$ cat config.mk
export PLATFORM = sky130hd
export DESIGN_NAME = pipeline_hazard_ctrl_flat
export DESIGN_NICKNAME = d
export VERILOG_FILES = /design/src/rtl/pipeline_hazard_ctrl_if.sv /design/src/rtl/pipeline_hazard_ctrl.sv /design/src/flat_wrapper.sv
export SDC_FILE = /design/constraint.sdc
export NUM_CORES = 1
export LEC_CHECK = 0
export BUFFER_PORTS_ARGS = -buffer_cell sky130_fd_sc_hd__buf_4
export CORE_UTILIZATION = 40
export CTS_CLUSTER_SIZE = 30
export DETAILED_ROUTE_END_ITERATION = 6
export HOLD_SLACK_MARGIN = 0.02
export PLACE_DENSITY = 0.7
export SLEW_MARGIN = 10
export SYNTH_ARGS = -nofsm -noshare
export SYNTH_HDL_FRONTEND = slang
export SYNTH_SLANG_ARGS = --single-unit
$ cat constraint.sdc
create_clock -name clock -period 2.41 [get_ports clock]
set_input_delay 0.482 -clock clock [delete_from_list [all_inputs] [get_ports clock]]
set_output_delay 0.482 -clock clock [all_outputs]
set_load 0.1 [all_outputs]
$ cat src/rtl/pipeline_hazard_ctrl_if.sv
// pipeline_hazard_ctrl_if: pipeline register fields in, stall/flush/forward controls out.
interface pipeline_hazard_ctrl_if;
    logic [4:0]  id_rs;
    logic [4:0]  id_rt;
    logic        id_uses_rt;
    logic [4:0]  ex_rs;
    logic [4:0]  ex_rt;
    logic        ex_mem_read;
    logic        ex_reg_write;
    logic [4:0]  ex_write_reg;
    logic        mem_mem_read;
    logic        mem_reg_write;
    logic [4:0]  mem_write_reg;
    logic        wb_reg_write;
    logic [4:0]  wb_write_reg;
    logic        mem_pc_select;
    logic        pc_write;
    logic        ifid_write;
    logic        ifid_flush;
    logic        idex_flush;
    logic        exmem_flush;
    logic [1:0]  fwd_a;
    logic [1:0]  fwd_b;
    logic [1:0]  state;
    logic [15:0] stall_cnt;
    logic [15:0] flush_cnt;
    modport master (
        output id_rs, id_rt, id_uses_rt, ex_rs, ex_rt, ex_mem_read, ex_reg_write, ex_write_reg,
               mem_mem_read, mem_reg_write, mem_write_reg, wb_reg_write, wb_write_reg, mem_pc_select,
        input  pc_write, ifid_write, ifid_flush, idex_flush, exmem_flush, fwd_a, fwd_b, state,
               stall_cnt, flush_cnt
    );
    modport slave (
        input  id_rs, id_rt, id_uses_rt, ex_rs, ex_rt, ex_mem_read, ex_reg_write, ex_write_reg,
               mem_mem_read, mem_reg_write, mem_write_reg, wb_reg_write, wb_write_reg, mem_pc_select,
        output pc_write, ifid_write, ifid_flush, idex_flush, exmem_flush, fwd_a, fwd_b, state,
               stall_cnt, flush_cnt
    );
endinterface

$ cat src/rtl/pipeline_hazard_ctrl.sv
// pipeline_hazard_ctrl: 5-stage stall/flush/forward control with event counters.
// Define HAZARD_FORWARD_EN to add EX operand forwarding (load-use is then the only stall).
module pipeline_hazard_ctrl (
    input  logic                   clock,
    input  logic                   reset,
    pipeline_hazard_ctrl_if.slave  bus
);
    typedef enum logic [1:0] {RUN = 2'b00, STALL = 2'b01, FLUSH = 2'b10} state_t;

    state_t      r_state;
    state_t      w_next;
    logic [15:0] r_stall_cnt;
    logic [15:0] r_flush_cnt;
    logic        w_ex_hit;
    logic        w_mem_hit;
    logic        w_wb_hit;
    logic        w_hazard;
    logic        w_redirect;
    logic        w_stall;
    logic [1:0]  w_fwd_a;
    logic [1:0]  w_fwd_b;

    function automatic logic f_match(input logic we, input logic [4:0] dst, input logic [4:0] src);
        return we && dst != 5'd0 && dst == src;
    endfunction

    function automatic logic f_id_hit(input logic we, input logic [4:0] dst);
        return f_match(we, dst, bus.id_rs) || (bus.id_uses_rt && f_match(we, dst, bus.id_rt));
    endfunction

    assign w_ex_hit  = f_id_hit(bus.ex_reg_write, bus.ex_write_reg);
    assign w_mem_hit = f_id_hit(bus.mem_reg_write, bus.mem_write_reg);
    assign w_wb_hit  = f_id_hit(bus.wb_reg_write, bus.wb_write_reg);

`ifdef HAZARD_FORWARD_EN
    function automatic logic [1:0] f_fwd(input logic [4:0] src);
        return (f_match(bus.mem_reg_write, bus.mem_write_reg, src) && !bus.mem_mem_read) ? 2'b10 :
               f_match(bus.wb_reg_write, bus.wb_write_reg, src) ? 2'b01 : 2'b00;
    endfunction

    assign w_hazard = bus.ex_mem_read && w_ex_hit;
    assign w_fwd_a  = f_fwd(bus.ex_rs);
    assign w_fwd_b  = f_fwd(bus.ex_rt);
`else
    logic w_unused;
    assign w_unused = ^{bus.ex_rs, bus.ex_rt, bus.ex_mem_read, bus.mem_mem_read};
    assign w_hazard = w_ex_hit || w_mem_hit || w_wb_hit;
    assign w_fwd_a  = 2'b00;
    assign w_fwd_b  = 2'b00;
`endif

    // A redirect seen in FLUSH is the same branch still sitting in MEM, so it is dropped.
    assign w_redirect = bus.mem_pc_select && r_state != FLUSH;
    assign w_stall    = w_hazard && !w_redirect;

    always_comb begin
        w_next = RUN;
        if (w_redirect)
            w_next = FLUSH;
        else if (w_hazard)
            w_next = STALL;
    end

    assign bus.pc_write    = !reset && !w_stall;
    assign bus.ifid_write  = !reset && !w_stall;
    assign bus.ifid_flush  = reset || w_redirect;
    assign bus.idex_flush  = reset || w_redirect || w_stall;
    assign bus.exmem_flush = reset || w_redirect;
    assign bus.fwd_a       = reset ? 2'b00 : w_fwd_a;
    assign bus.fwd_b       = reset ? 2'b00 : w_fwd_b;
    assign bus.state       = reset ? RUN : r_state;
    assign bus.stall_cnt   = reset ? 16'd0 : r_stall_cnt;
    assign bus.flush_cnt   = reset ? 16'd0 : r_flush_cnt;

    always_ff @(posedge clock) begin
        if (reset) begin
            r_state     <= RUN;
            r_stall_cnt <= 16'd0;
            r_flush_cnt <= 16'd0;
        end else begin
            r_state <= w_next;
            if (w_stall && r_stall_cnt != 16'hFFFF)
                r_stall_cnt <= r_stall_cnt + 16'd1;
            if (w_redirect && r_flush_cnt != 16'hFFFF)
                r_flush_cnt <= r_flush_cnt + 16'd1;
        end
    end
endmodule
$ cat src/flat_wrapper.sv
// flat-port wrapper written by rule: the top's interface ports become plain ports
module pipeline_hazard_ctrl_flat 
  (clock, reset, bus_id_rs, bus_id_rt, bus_id_uses_rt, bus_ex_rs, bus_ex_rt, bus_ex_mem_read, bus_ex_reg_write, bus_ex_write_reg, bus_mem_mem_read, bus_mem_reg_write, bus_mem_write_reg, bus_wb_reg_write, bus_wb_write_reg, bus_mem_pc_select, bus_pc_write, bus_ifid_write, bus_ifid_flush, bus_idex_flush, bus_exmem_flush, bus_fwd_a, bus_fwd_b, bus_state, bus_stall_cnt, bus_flush_cnt);
  pipeline_hazard_ctrl_if bus_i ();
  input  logic clock;
  input  logic reset;
  input wire logic [$bits(bus_i.id_rs)-1:0] bus_id_rs;
  input wire logic [$bits(bus_i.id_rt)-1:0] bus_id_rt;
  input wire logic [$bits(bus_i.id_uses_rt)-1:0] bus_id_uses_rt;
  input wire logic [$bits(bus_i.ex_rs)-1:0] bus_ex_rs;
  input wire logic [$bits(bus_i.ex_rt)-1:0] bus_ex_rt;
  input wire logic [$bits(bus_i.ex_mem_read)-1:0] bus_ex_mem_read;
  input wire logic [$bits(bus_i.ex_reg_write)-1:0] bus_ex_reg_write;
  input wire logic [$bits(bus_i.ex_write_reg)-1:0] bus_ex_write_reg;
  input wire logic [$bits(bus_i.mem_mem_read)-1:0] bus_mem_mem_read;
  input wire logic [$bits(bus_i.mem_reg_write)-1:0] bus_mem_reg_write;
  input wire logic [$bits(bus_i.mem_write_reg)-1:0] bus_mem_write_reg;
  input wire logic [$bits(bus_i.wb_reg_write)-1:0] bus_wb_reg_write;
  input wire logic [$bits(bus_i.wb_write_reg)-1:0] bus_wb_write_reg;
  input wire logic [$bits(bus_i.mem_pc_select)-1:0] bus_mem_pc_select;
  output wire logic [$bits(bus_i.pc_write)-1:0] bus_pc_write;
  output wire logic [$bits(bus_i.ifid_write)-1:0] bus_ifid_write;
  output wire logic [$bits(bus_i.ifid_flush)-1:0] bus_ifid_flush;
  output wire logic [$bits(bus_i.idex_flush)-1:0] bus_idex_flush;
  output wire logic [$bits(bus_i.exmem_flush)-1:0] bus_exmem_flush;
  output wire logic [$bits(bus_i.fwd_a)-1:0] bus_fwd_a;
  output wire logic [$bits(bus_i.fwd_b)-1:0] bus_fwd_b;
  output wire logic [$bits(bus_i.state)-1:0] bus_state;
  output wire logic [$bits(bus_i.stall_cnt)-1:0] bus_stall_cnt;
  output wire logic [$bits(bus_i.flush_cnt)-1:0] bus_flush_cnt;
  assign bus_i.id_rs = bus_id_rs;
  assign bus_i.id_rt = bus_id_rt;
  assign bus_i.id_uses_rt = bus_id_uses_rt;
  assign bus_i.ex_rs = bus_ex_rs;
  assign bus_i.ex_rt = bus_ex_rt;
  assign bus_i.ex_mem_read = bus_ex_mem_read;
  assign bus_i.ex_reg_write = bus_ex_reg_write;
  assign bus_i.ex_write_reg = bus_ex_write_reg;
  assign bus_i.mem_mem_read = bus_mem_mem_read;
  assign bus_i.mem_reg_write = bus_mem_reg_write;
  assign bus_i.mem_write_reg = bus_mem_write_reg;
  assign bus_i.wb_reg_write = bus_wb_reg_write;
  assign bus_i.wb_write_reg = bus_wb_write_reg;
  assign bus_i.mem_pc_select = bus_mem_pc_select;
  assign bus_pc_write = bus_i.pc_write;
  assign bus_ifid_write = bus_i.ifid_write;
  assign bus_ifid_flush = bus_i.ifid_flush;
  assign bus_idex_flush = bus_i.idex_flush;
  assign bus_exmem_flush = bus_i.exmem_flush;
  assign bus_fwd_a = bus_i.fwd_a;
  assign bus_fwd_b = bus_i.fwd_b;
  assign bus_state = bus_i.state;
  assign bus_stall_cnt = bus_i.stall_cnt;
  assign bus_flush_cnt = bus_i.flush_cnt;
  pipeline_hazard_ctrl u_core (.clock(clock), .reset(reset), .bus(bus_i));
endmodule
## After elaboration in Yosys (flattened, before gate mapping)

Cells that the tools add are included.

| storage, ports and cells | value |
|---|---|
| bits in registers | 34 |
| output and inout port bits | 43 |
| word-level logic and storage cells | 51 |

| operators by class | value |
|---|---|
| $add $sub $neg | 2 |
| equality and inequality tests | 9 |
| multiplexer cells | 5 |
| reduce and logical (&&, ||, !) cells | 31 |

Operator list:

| operator | number |
|---|---|
| $add A16 B1 Y16 const B | 2 |
| $mux W16 | 2 |
| $ne A16 B16 Y1 const B | 2 |
| $eq A5 B5 Y1 | 6 |
| $logic_and A1 B1 Y1 | 17 |
| $reduce_bool A5 Y1 | 3 |
| $logic_or A1 B1 Y1 | 7 |
| $mux W2 | 2 |
| $logic_not A1 Y1 | 3 |
| $ne A2 B2 Y1 const B | 1 |
| $reduce_or A2 Y1 | 1 |
| $mux W1 | 1 |

## Logic depth before layout (Yosys ltp)

Gate-level depths: netlist (run 1).

| logic depth | value |
|---|---|
| depth in word-level cells | 10 |
| gate-level depth with buffers | 9 |
| mapped depth without buffers | 6 |

## Least setup slack after synthesis (run 1)

Ideal clock, no wire load.

| timing | value |
|---|---|
| path kind | input-to-output |
| from | input port bus_mem_write_reg[0] |
| to | output port bus_pc_write |
| arrival | 3.632 ns |
| data required time | 1.928 ns |
| setup slack | -1.704 ns |
| stages | 8 |
| path through | or4_1 -> o21a_1 -> a222oi_1 -> buf_4 -> buf_2 -> nor2_1 -> nor2_1 -> buf_4 |

| between the ends | value |
|---|---|
| longest elaborated chain between the ends | 10 |
| elaborated cells on any way between the ends | 13 |
| classes of those cells | eq/ne (2); reduce/logical (11) |

RTL lines:

| item | RTL line | text |
|---|---|---|
| from (decl) | flat_wrapper.sv:17 | `input wire logic [$bits(bus_i.mem_write_reg)-1:0] bus_mem_write_reg;` |
| $reduce_bool A5 Y1 | pipeline_hazard_ctrl.sv:24 | `return we && dst != 5'd0 && dst == src;` |
| $logic_and A1 B1 Y1 (2 in series) | pipeline_hazard_ctrl.sv:24 |  |
| $logic_and A1 B1 Y1 | pipeline_hazard_ctrl.sv:28 | `return f_match(we, dst, bus.id_rs) \|\| (bus.id_uses_rt && f_match(we, dst, bus.id_rt));` |
| $logic_or A1 B1 Y1 (*) | pipeline_hazard_ctrl.sv:28 |  |
| $logic_or A1 B1 Y1 (*) (2 in series) | pipeline_hazard_ctrl.sv:47 | `assign w_hazard = w_ex_hit \|\| w_mem_hit \|\| w_wb_hit;` |
| $logic_and A1 B1 Y1 (*) | pipeline_hazard_ctrl.sv:54 | `assign w_stall = w_hazard && !w_redirect;` |
| $logic_not A1 Y1 (*) | - |  |
| $logic_and A1 B1 Y1 (*) | - |  |
| to (decl) | flat_wrapper.sv:21 | `output wire logic [$bits(bus_i.pc_write)-1:0] bus_pc_write;` |

Mark *: on every way between the ends. The rest lies on a longest branch, timed or not.

## Worst setup path in the final report (run 1)

| timing | value |
|---|---|
| from | input port bus_mem_write_reg[4] |
| to | output port bus_ifid_write |

| between the ends | value |
|---|---|
| longest elaborated chain between the ends | 10 |
| elaborated cells on any way between the ends | 13 |
| classes of those cells | eq/ne (2); reduce/logical (11) |

RTL lines:

| item | RTL line | text |
|---|---|---|
| $reduce_bool A5 Y1 | pipeline_hazard_ctrl.sv:24 |  |
| $logic_and A1 B1 Y1 (2 in series) | pipeline_hazard_ctrl.sv:24 |  |
| $logic_and A1 B1 Y1 | pipeline_hazard_ctrl.sv:28 |  |
| $logic_or A1 B1 Y1 (*) | pipeline_hazard_ctrl.sv:28 |  |
| $logic_or A1 B1 Y1 (*) (2 in series) | pipeline_hazard_ctrl.sv:47 |  |
| $logic_and A1 B1 Y1 (*) | pipeline_hazard_ctrl.sv:54 |  |
| $logic_not A1 Y1 (*) | pipeline_hazard_ctrl.sv:65 | `assign bus.ifid_write = !reset && !w_stall;` |
| $logic_and A1 B1 Y1 (*) | pipeline_hazard_ctrl.sv:65 |  |
| to (decl) | flat_wrapper.sv:22 | `output wire logic [$bits(bus_i.ifid_write)-1:0] bus_ifid_write;` |

Marks and branches as above.

==> run summary, run 1 <==
multiplexer area fraction after synthesis - 0.0425
Reg-to-Reg End - u_core.r_stall_cnt[3]$_SDFFE_PP0P_
vias per cell - 5.16
Mapped Cells - 287
Die ar. - 5970 um2
FF-to-FF path depth - 5
H-tree depth - 2
Post-synth top cells - 40 x xnor2_1, 34 x dfxtp_1, 32 x nor2b_1
share of layout cells above drive strength 1 - 0.377
Avg WL per Cell - 12.9 um
Hold WC Path Type - reg -> reg
slowest stage delay, CP - 0.51 ns
PortBufs - 70
xor and xnor fraction of the mapped netlist area - 0.166
Critical Path RT - 1.93 ns
final count of hold timing violations - 0
Max clock buf depth - 2
critical path's top delay family - simple AND/OR/NAND/NOR gates
fin util - 0.586
Primary FF master, synth - dfxtp_1
CORE AREA - 5470 um2
initial core utilization - 0.414
area grow syn2layout - 41.6%
die width - 77.3 um
Root Buffer - clkbuf_8
failing checks - setup timing
status - complete, but fails checks
Leakage - 1.23 nW
GRT overflow - 0
drt total wl - 5710 um
maximum clock rate - 0.373 GHz
Crit. End Element - output pin
hold path depth - 2
FP Rows - 27
Setup crit start kind - input port
# setup viols final - 3
unrepaired setup endpoints after global routing - true
cell depth of the worst setup path - 8
adder-cell share of the synthesized area - 0.0110
CP Data Arrival Time - 2.20 ns
EDFF count, synth - 0
dpl hpwl - 4360 um
Clock transition at path regs - 0.07 ns
post-synthesis cell area - 2270 um2
Diodes inserted - 0
syn_area_per_cell - 7.90 um2
clk_lat worst skew - 0.28 ns
CTS tree - done
Hold Worst Slack - 0.505 ns
drt pass-1 iters - 4
drt drc - 0
post-cts hold buffer count - 0
Synth Area in Compound Gates - 0.0839
Total GRT Usage - 0.194
Simple-Gate Fraction of Synth Area - 0.342
Register-to-Register Setup Slack - 0.32 ns
height of the die - 77.3 um
worst path cell trace - buf_6, or4_4, o21a_1, a222oi_1, buf_4, nor2_4, nor2_4, buf_12
slowest CP cell - or4_4
Final period util - 1.11
CTS Buf Count - 5
top-area cell type share of the netlist area - 0.300
sequential area share after synthesis - 0.300
worst-margin pin slew - 0.866 ns
CP max FO - 2
pwr/cell area - 415 nW/um2
WHS Endpoint - u_core.r_stall_cnt[9]$_SDFFE_PP0P_
fin nets - 417
worst vdd ir - 0.308 mV
pre-CTS setup slack - -0.329 ns
first-pass GRT wire length - 9490 um
Tmin final - 2.68 ns
vias in the first global route - 2122
largest area contributor in the netlist - dfxtp_1
post-synthesis register bit count - 34
CP bufs+invs - 3
remaining antenna violation count after routing - 0
Total Power - 1.33 mW
largest family of logic cells by synthesized area - simple AND/OR/NAND/NOR gates
count leader, synth - xnor2_1
FFs w/ async S/R, synth - 0
Yosys warning total - 0
initial antenna violation count - 0
largest net degree at the start of global routing - 26
Sink Count - 34
origin of the critical flop-to-flop path - u_core.r_state[1]$_SDFF_PP0_
hold path start - u_core.r_stall_cnt[9]$_SDFFE_PP0P_
Worst Clk Skew - 0.00278 ns
max-cap violation count - 0
top post-synthesis cells by area - dfxtp_1 30%, xnor2_1 15%, nor2b_1 8.8%, nor2_1 5.0%, nand4_1 4.1%
number of I/O pins - 87
critical path class - in -> out
Initial DRC Count - 108
Unique masters post-synth - 35
CP most frequent cell - nor2_4
fin worst setup slack - -0.269 ns
Slew Viols, Final - 0
routed vias - 2284
Rel. slew slack - 0.417
GPL Wtd Cong - 0.838
==> cell usage in the layout (no fill, tap or decap), drive strengths merged, types with 3 or more instances in the layout <==
cell    instances
nand2          16
nor2b          32
nor3            6
a21oi          11
nand3          14
or3            11
and3            4
nor2           31
xor2            3
inv             4
clkbuf          7
o21a            4
conb            4
and4            3
or4             4
dfxtp          34
o21ai          12
o22ai           3
nor4            5
mux2            7
buf            92
nand4          15
xnor2          40
==> worst max-delay path by stage <==
stage | startpoint | to | slack [ns]
after floorplan | bus_mem_write_reg[0] | bus_pc_write | -0.67
after global routing | bus_mem_write_reg[4] | bus_pc_write | -0.31
final | bus_mem_write_reg[4] | bus_ifid_write | -0.27
after CTS | bus_mem_write_reg[4] | bus_ifid_write | -0.26
after global placement | bus_mem_write_reg[0] | bus_ifid_write | -0.34
after detailed placement | bus_mem_write_reg[0] | bus_ifid_write | -0.33
==> routing by layer <==
metal,vias up,global-route usage,part of all wire
li1,1150,-,-
met1,1055,0.240,0.43
met2,75,0.336,0.50
met3,4,0.0452,0.056
met4,0,0.0472,0.0063
met5,-,0,0
==> report_power, final <==
| part | total, mW | switching [mW] | leakage (nW) | internal (mW) |
|---|---|---|---|---|
| Sequential | 0.574 | 0.00649 | 0.274 | 0.568 |
| Clock | 0.393 | 0.194 | 0.0383 | 0.199 |
| Combinational | 0.365 | 0.221 | 0.916 | 0.144 |
==> cell families (layout without fill, tap and decap cells) <==
| logic type | count (synthesis) | in the layout |
|---|---|---|
| AOI/OAI and AO/OA | 33 | 33 |
| other | 1 | 4 |
| xor gates and xnor gates | 43 | 43 |
| buffers and inverters | 22 | 103 |
| DFF | 34 | 34 |
| and+or+nand+nor | 144 | 144 |
| muxes | 8 | 8 |
| adders and majority gates | 2 | 2 |
==> registers in the layout, indices dropped and copies added (netlist names) <==
register / cells
u_core.r_flush_cnt: 16
u_core.r_stall_cnt: 16
u_core.r_state: 2
==> layout make-up <==
cell class	count	area, um2
well taps	72	90.1
flip-flops and latches	34	681
repair buffers	92	747
inverters	4	15.0
multi-input cells	234	1600
clock buffers	7	76.3
fillers	497	2260
==> per-stage QoR <==
step                area (um2)  instances  setup TNS, ns
finish                    3210        443         -0.795
global route              3210        443         -0.941
CTS                       3170        442         -0.775
detailed placement        3050        435          -3.27
global placement          3050        435          -3.29
floorplan                 2390        290          -2.27
==> worst min-delay path, cell delays in order (launching register included) <==
cell and delay [ns]:
dfxtp_1 0.33, o21ai_0 0.07, a21oi_1 0.06
==> what timing repair did <==
action,4_1_cts,5_1_grt
pin swaps,5,0
setup buffers,0,1
hold endpoints to repair,0,0
resized for setup,10,6
endpoints found under the setup margin,3,6
Power figures use the tool's default switching activity.
==> run 2: changes to the inputs <==
--- a/config.mk
+++ b/config.mk
@@ -6,12 +6,13 @@
 export NUM_CORES = 1
 export LEC_CHECK = 0
 export BUFFER_PORTS_ARGS = -buffer_cell sky130_fd_sc_hd__buf_4
-export CORE_UTILIZATION = 40
+export CORE_UTILIZATION = 44
 export CTS_CLUSTER_SIZE = 30
 export DETAILED_ROUTE_END_ITERATION = 6
 export HOLD_SLACK_MARGIN = 0.02
-export PLACE_DENSITY = 0.7
+export PLACE_DENSITY = 0.76
 export SLEW_MARGIN = 10
 export SYNTH_ARGS = -nofsm -noshare
 export SYNTH_HDL_FRONTEND = slang
 export SYNTH_SLANG_ARGS = --single-unit
+export TNS_END_PERCENT = 1
==> run 2 against run 1 <==
Effect of this change:
- the flow still finishes with violations (setup timing)
- non-clock buffer count decreased by 3
- cell area decreased by 2.9%
- setup slack got worse by 0.026 ns
- flip-flop and latch count unchanged
- global-route usage increased by 3.8 points
- largest power group unchanged
==> run summary, run 2 (synthesized netlist as in run 1, its figures left out) <==
status - complete, but fails checks
failing checks - setup timing
CP max FO - 2 (unchanged)
max-cap violation count - 0 (unchanged)
slowest stage delay, CP - 0.52 ns (about the same)
Root Buffer - clkbuf_8
GRT overflow - 0 (unchanged)
combinational share of power - 0.244 (-0.030)
H-tree depth - 2 (unchanged)
Non-Filler Instances - 436 (-1.6%)
pre-CTS setup slack - -0.385 ns (-0.0568 ns)
placed insts - 427 (-1.8%)
Leakage - 1.21 nW (-1.4%)
Hold Worst Slack - 0.503 ns (-0.00152 ns)
first-pass GRT wire length - 9630 um (+1.5%)
initial core utilization - 0.468 (+0.0533)
final count of hold timing violations - 0 (unchanged)
height of the die - 73.8 um (-4.5%)
worst vdd ir - 0.405 mV (+32%)
critical path class - in -> out
drt pass-1 iters - 5 (+1)
CP most frequent cell - nor2_4
routed vias - 2327 (+1.9%)
pwr/cell area - 467 nW/um2 (+12%)
Switch Pwr - 0.441 mW (+4.6%)
fin util - 0.643 (+0.0564)
Sw Share - 0.303 (-0.0134)
initial antenna violation count - 0 (unchanged)
unrepaired setup endpoints after global routing - true
cell area after layout - 3120 um2 (-2.9%)
slowest CP cell - or4_1
Worst Clk Skew - 0.0105 ns (+0.00772 ns)
Sink Count - 34 (unchanged)
fin nets - 414 (-0.72%)
Crit. End Element - output pin
CORE AREA - 4850 um2 (-11%)
Avg WL per Cell - 13.9 um (+8.2%)
area grow syn2layout - 37.5%
CP Data Arrival Time - 2.22 ns (+0.02 ns)
GPL Wtd Cong - 0.893 (+6.5%)
commonest non-fill, non-tap cell in the layout - buf_4
Slew Viols, Final - 0 (unchanged)
fin worst setup slack - -0.295 ns (-0.0256 ns)
internal power - 1.01 mW (+11%)
Total GRT Usage - 0.232 (+0.0381)
remaining antenna violation count after routing - 0 (unchanged)
Tmin final - 2.70 ns (+0.0256 ns)
Initial DRC Count - 172 (+59%)
Largest regs - u_core.r_flush_cnt x16, u_core.r_stall_cnt x16, u_core.r_state x2
Sequential Power Share - 0.395 (-0.036)
Clk pwr share - 0.361 (+0.066)
clk_lat worst skew - 0.30 ns (+0.02 ns)
worst path cell trace - buf_6, or4_1, o21a_1, a222oi_1, buf_4, nor2_4, nor2_4, buf_12
Rel. slew slack - 0.489 (+0.0722)
share of layout cells above drive strength 1 - 0.293 (-0.0847)
Clock transition at path regs - 0.07 ns (about the same)
# setup viols final - 3 (unchanged)
Final period util - 1.12 (+0.0106)
maximum clock rate - 0.370 GHz (-0.95%)
Die ar. - 5440 um2 (-8.9%)
die width - 73.8 um (-4.5%)
Diodes inserted - 0 (unchanged)
drt drc - 0 (unchanged)
Critical Path RT - 1.93 ns (about the same)
PortBufs - 70 (unchanged)
most frequent cells in the layout - 82 x buf_4, 40 x xnor2_1, 34 x dfxtp_1, 32 x nor2b_1, 28 x nor2_1
dpl hpwl - 4330 um (-0.69%)
Hold WC Path Type - reg -> reg
vias in the first global route - 2070 (-2.5%)
CTS Buf Count - 5 (unchanged)
dpl cell area - 2940 um2 (-3.7%)
number of I/O pins - 87 (unchanged)
vias per cell - 5.34 (+3.5%)
Setup crit start kind - input port
drt total wl - 6080 um (+6.5%)
CTS tree - done
Max clock buf depth - 2 (unchanged)
largest net degree at the start of global routing - 47 (+81%)
worst-margin pin slew - 0.759 ns (-0.107 ns)
FP Rows - 25 (-7.4%)
==> run 2: what timing repair did <==
item                       4_1_cts  5_1_grt
resized for setup               11        4
buffers inserted                 1        0
hold buffers                     0        0
setup endpoints to repair        3       13
pin swaps                        5        1
==> run 2: path summary, 6_finish.rpt <==
kind                                      start                            endpoint  slack (ns)  depth (start not counted)
max                        bus_mem_write_reg[4]                      bus_ifid_write       -0.29                          8
min          u_core.r_stall_cnt[9]$_SDFFE_PP0P_  u_core.r_stall_cnt[9]$_SDFFE_PP0P_        0.50                          2
max reg2reg        u_core.r_state[1]$_SDFF_PP0_  u_core.r_stall_cnt[3]$_SDFFE_PP0P_        0.40                          5
min reg2reg  u_core.r_stall_cnt[9]$_SDFFE_PP0P_  u_core.r_stall_cnt[9]$_SDFFE_PP0P_        0.50                          2
==> run 2: metal layers <==
| layer | up-vias | routed length, um | track usage |
|---|---|---|---|
| li1 | 1155 | - | - |
| met1 | 1071 | 2640 | 0.279 |
| met2 | 85 | 2980 | 0.394 |
| met3 | 16 | 289 | 0.0576 |
| met4 | 0 | 172 | 0.0919 |
| met5 | - | 0 | 0 |
==> run 2: final cells by class <==
class | instances | area, um2
well taps | 67 | 83.8
multi-input cells | 234 | 1510
inverters | 4 | 15.0
clock buffers | 7 | 76.3
repair buffers | 89 | 721
clock inverters | 1 | 30.0
flip-flops and latches | 34 | 681
fillers | 425 | 1730
==> run 2: critical path: cells and delay by family <==
| family | cells | cell delay (ns) |
|---|---|---|
| buffers and inverters | 3 | 0.48 |
| AO/OA/AOI/OAI | 2 | 0.53 |
| AND/OR/NAND/NOR | 3 | 0.73 |
==> run 2: metrics by stage <==
stage | TNS (ns) | power [mW]
final | -0.845 | 1.45
after global placement | -2.61 | 0.913
after floorplan | -10.04 | 0.816
after global routing | -1.06 | 1.50
after detailed placement | -3.71 | 0.921
after CTS | -0.761 | 1.45
==> run 2: power by group through the flow <==
stage          Combinational, mW  Clock, mW  Sequential (mW)
6_report                   0.355      0.525            0.575
4_1_cts                    0.349      0.524            0.575
3_3_place_gp               0.326          0            0.587
3_5_place_dp               0.333          0            0.587
2_1_floorplan              0.230          0            0.586
5_1_grt                    0.374      0.554            0.576
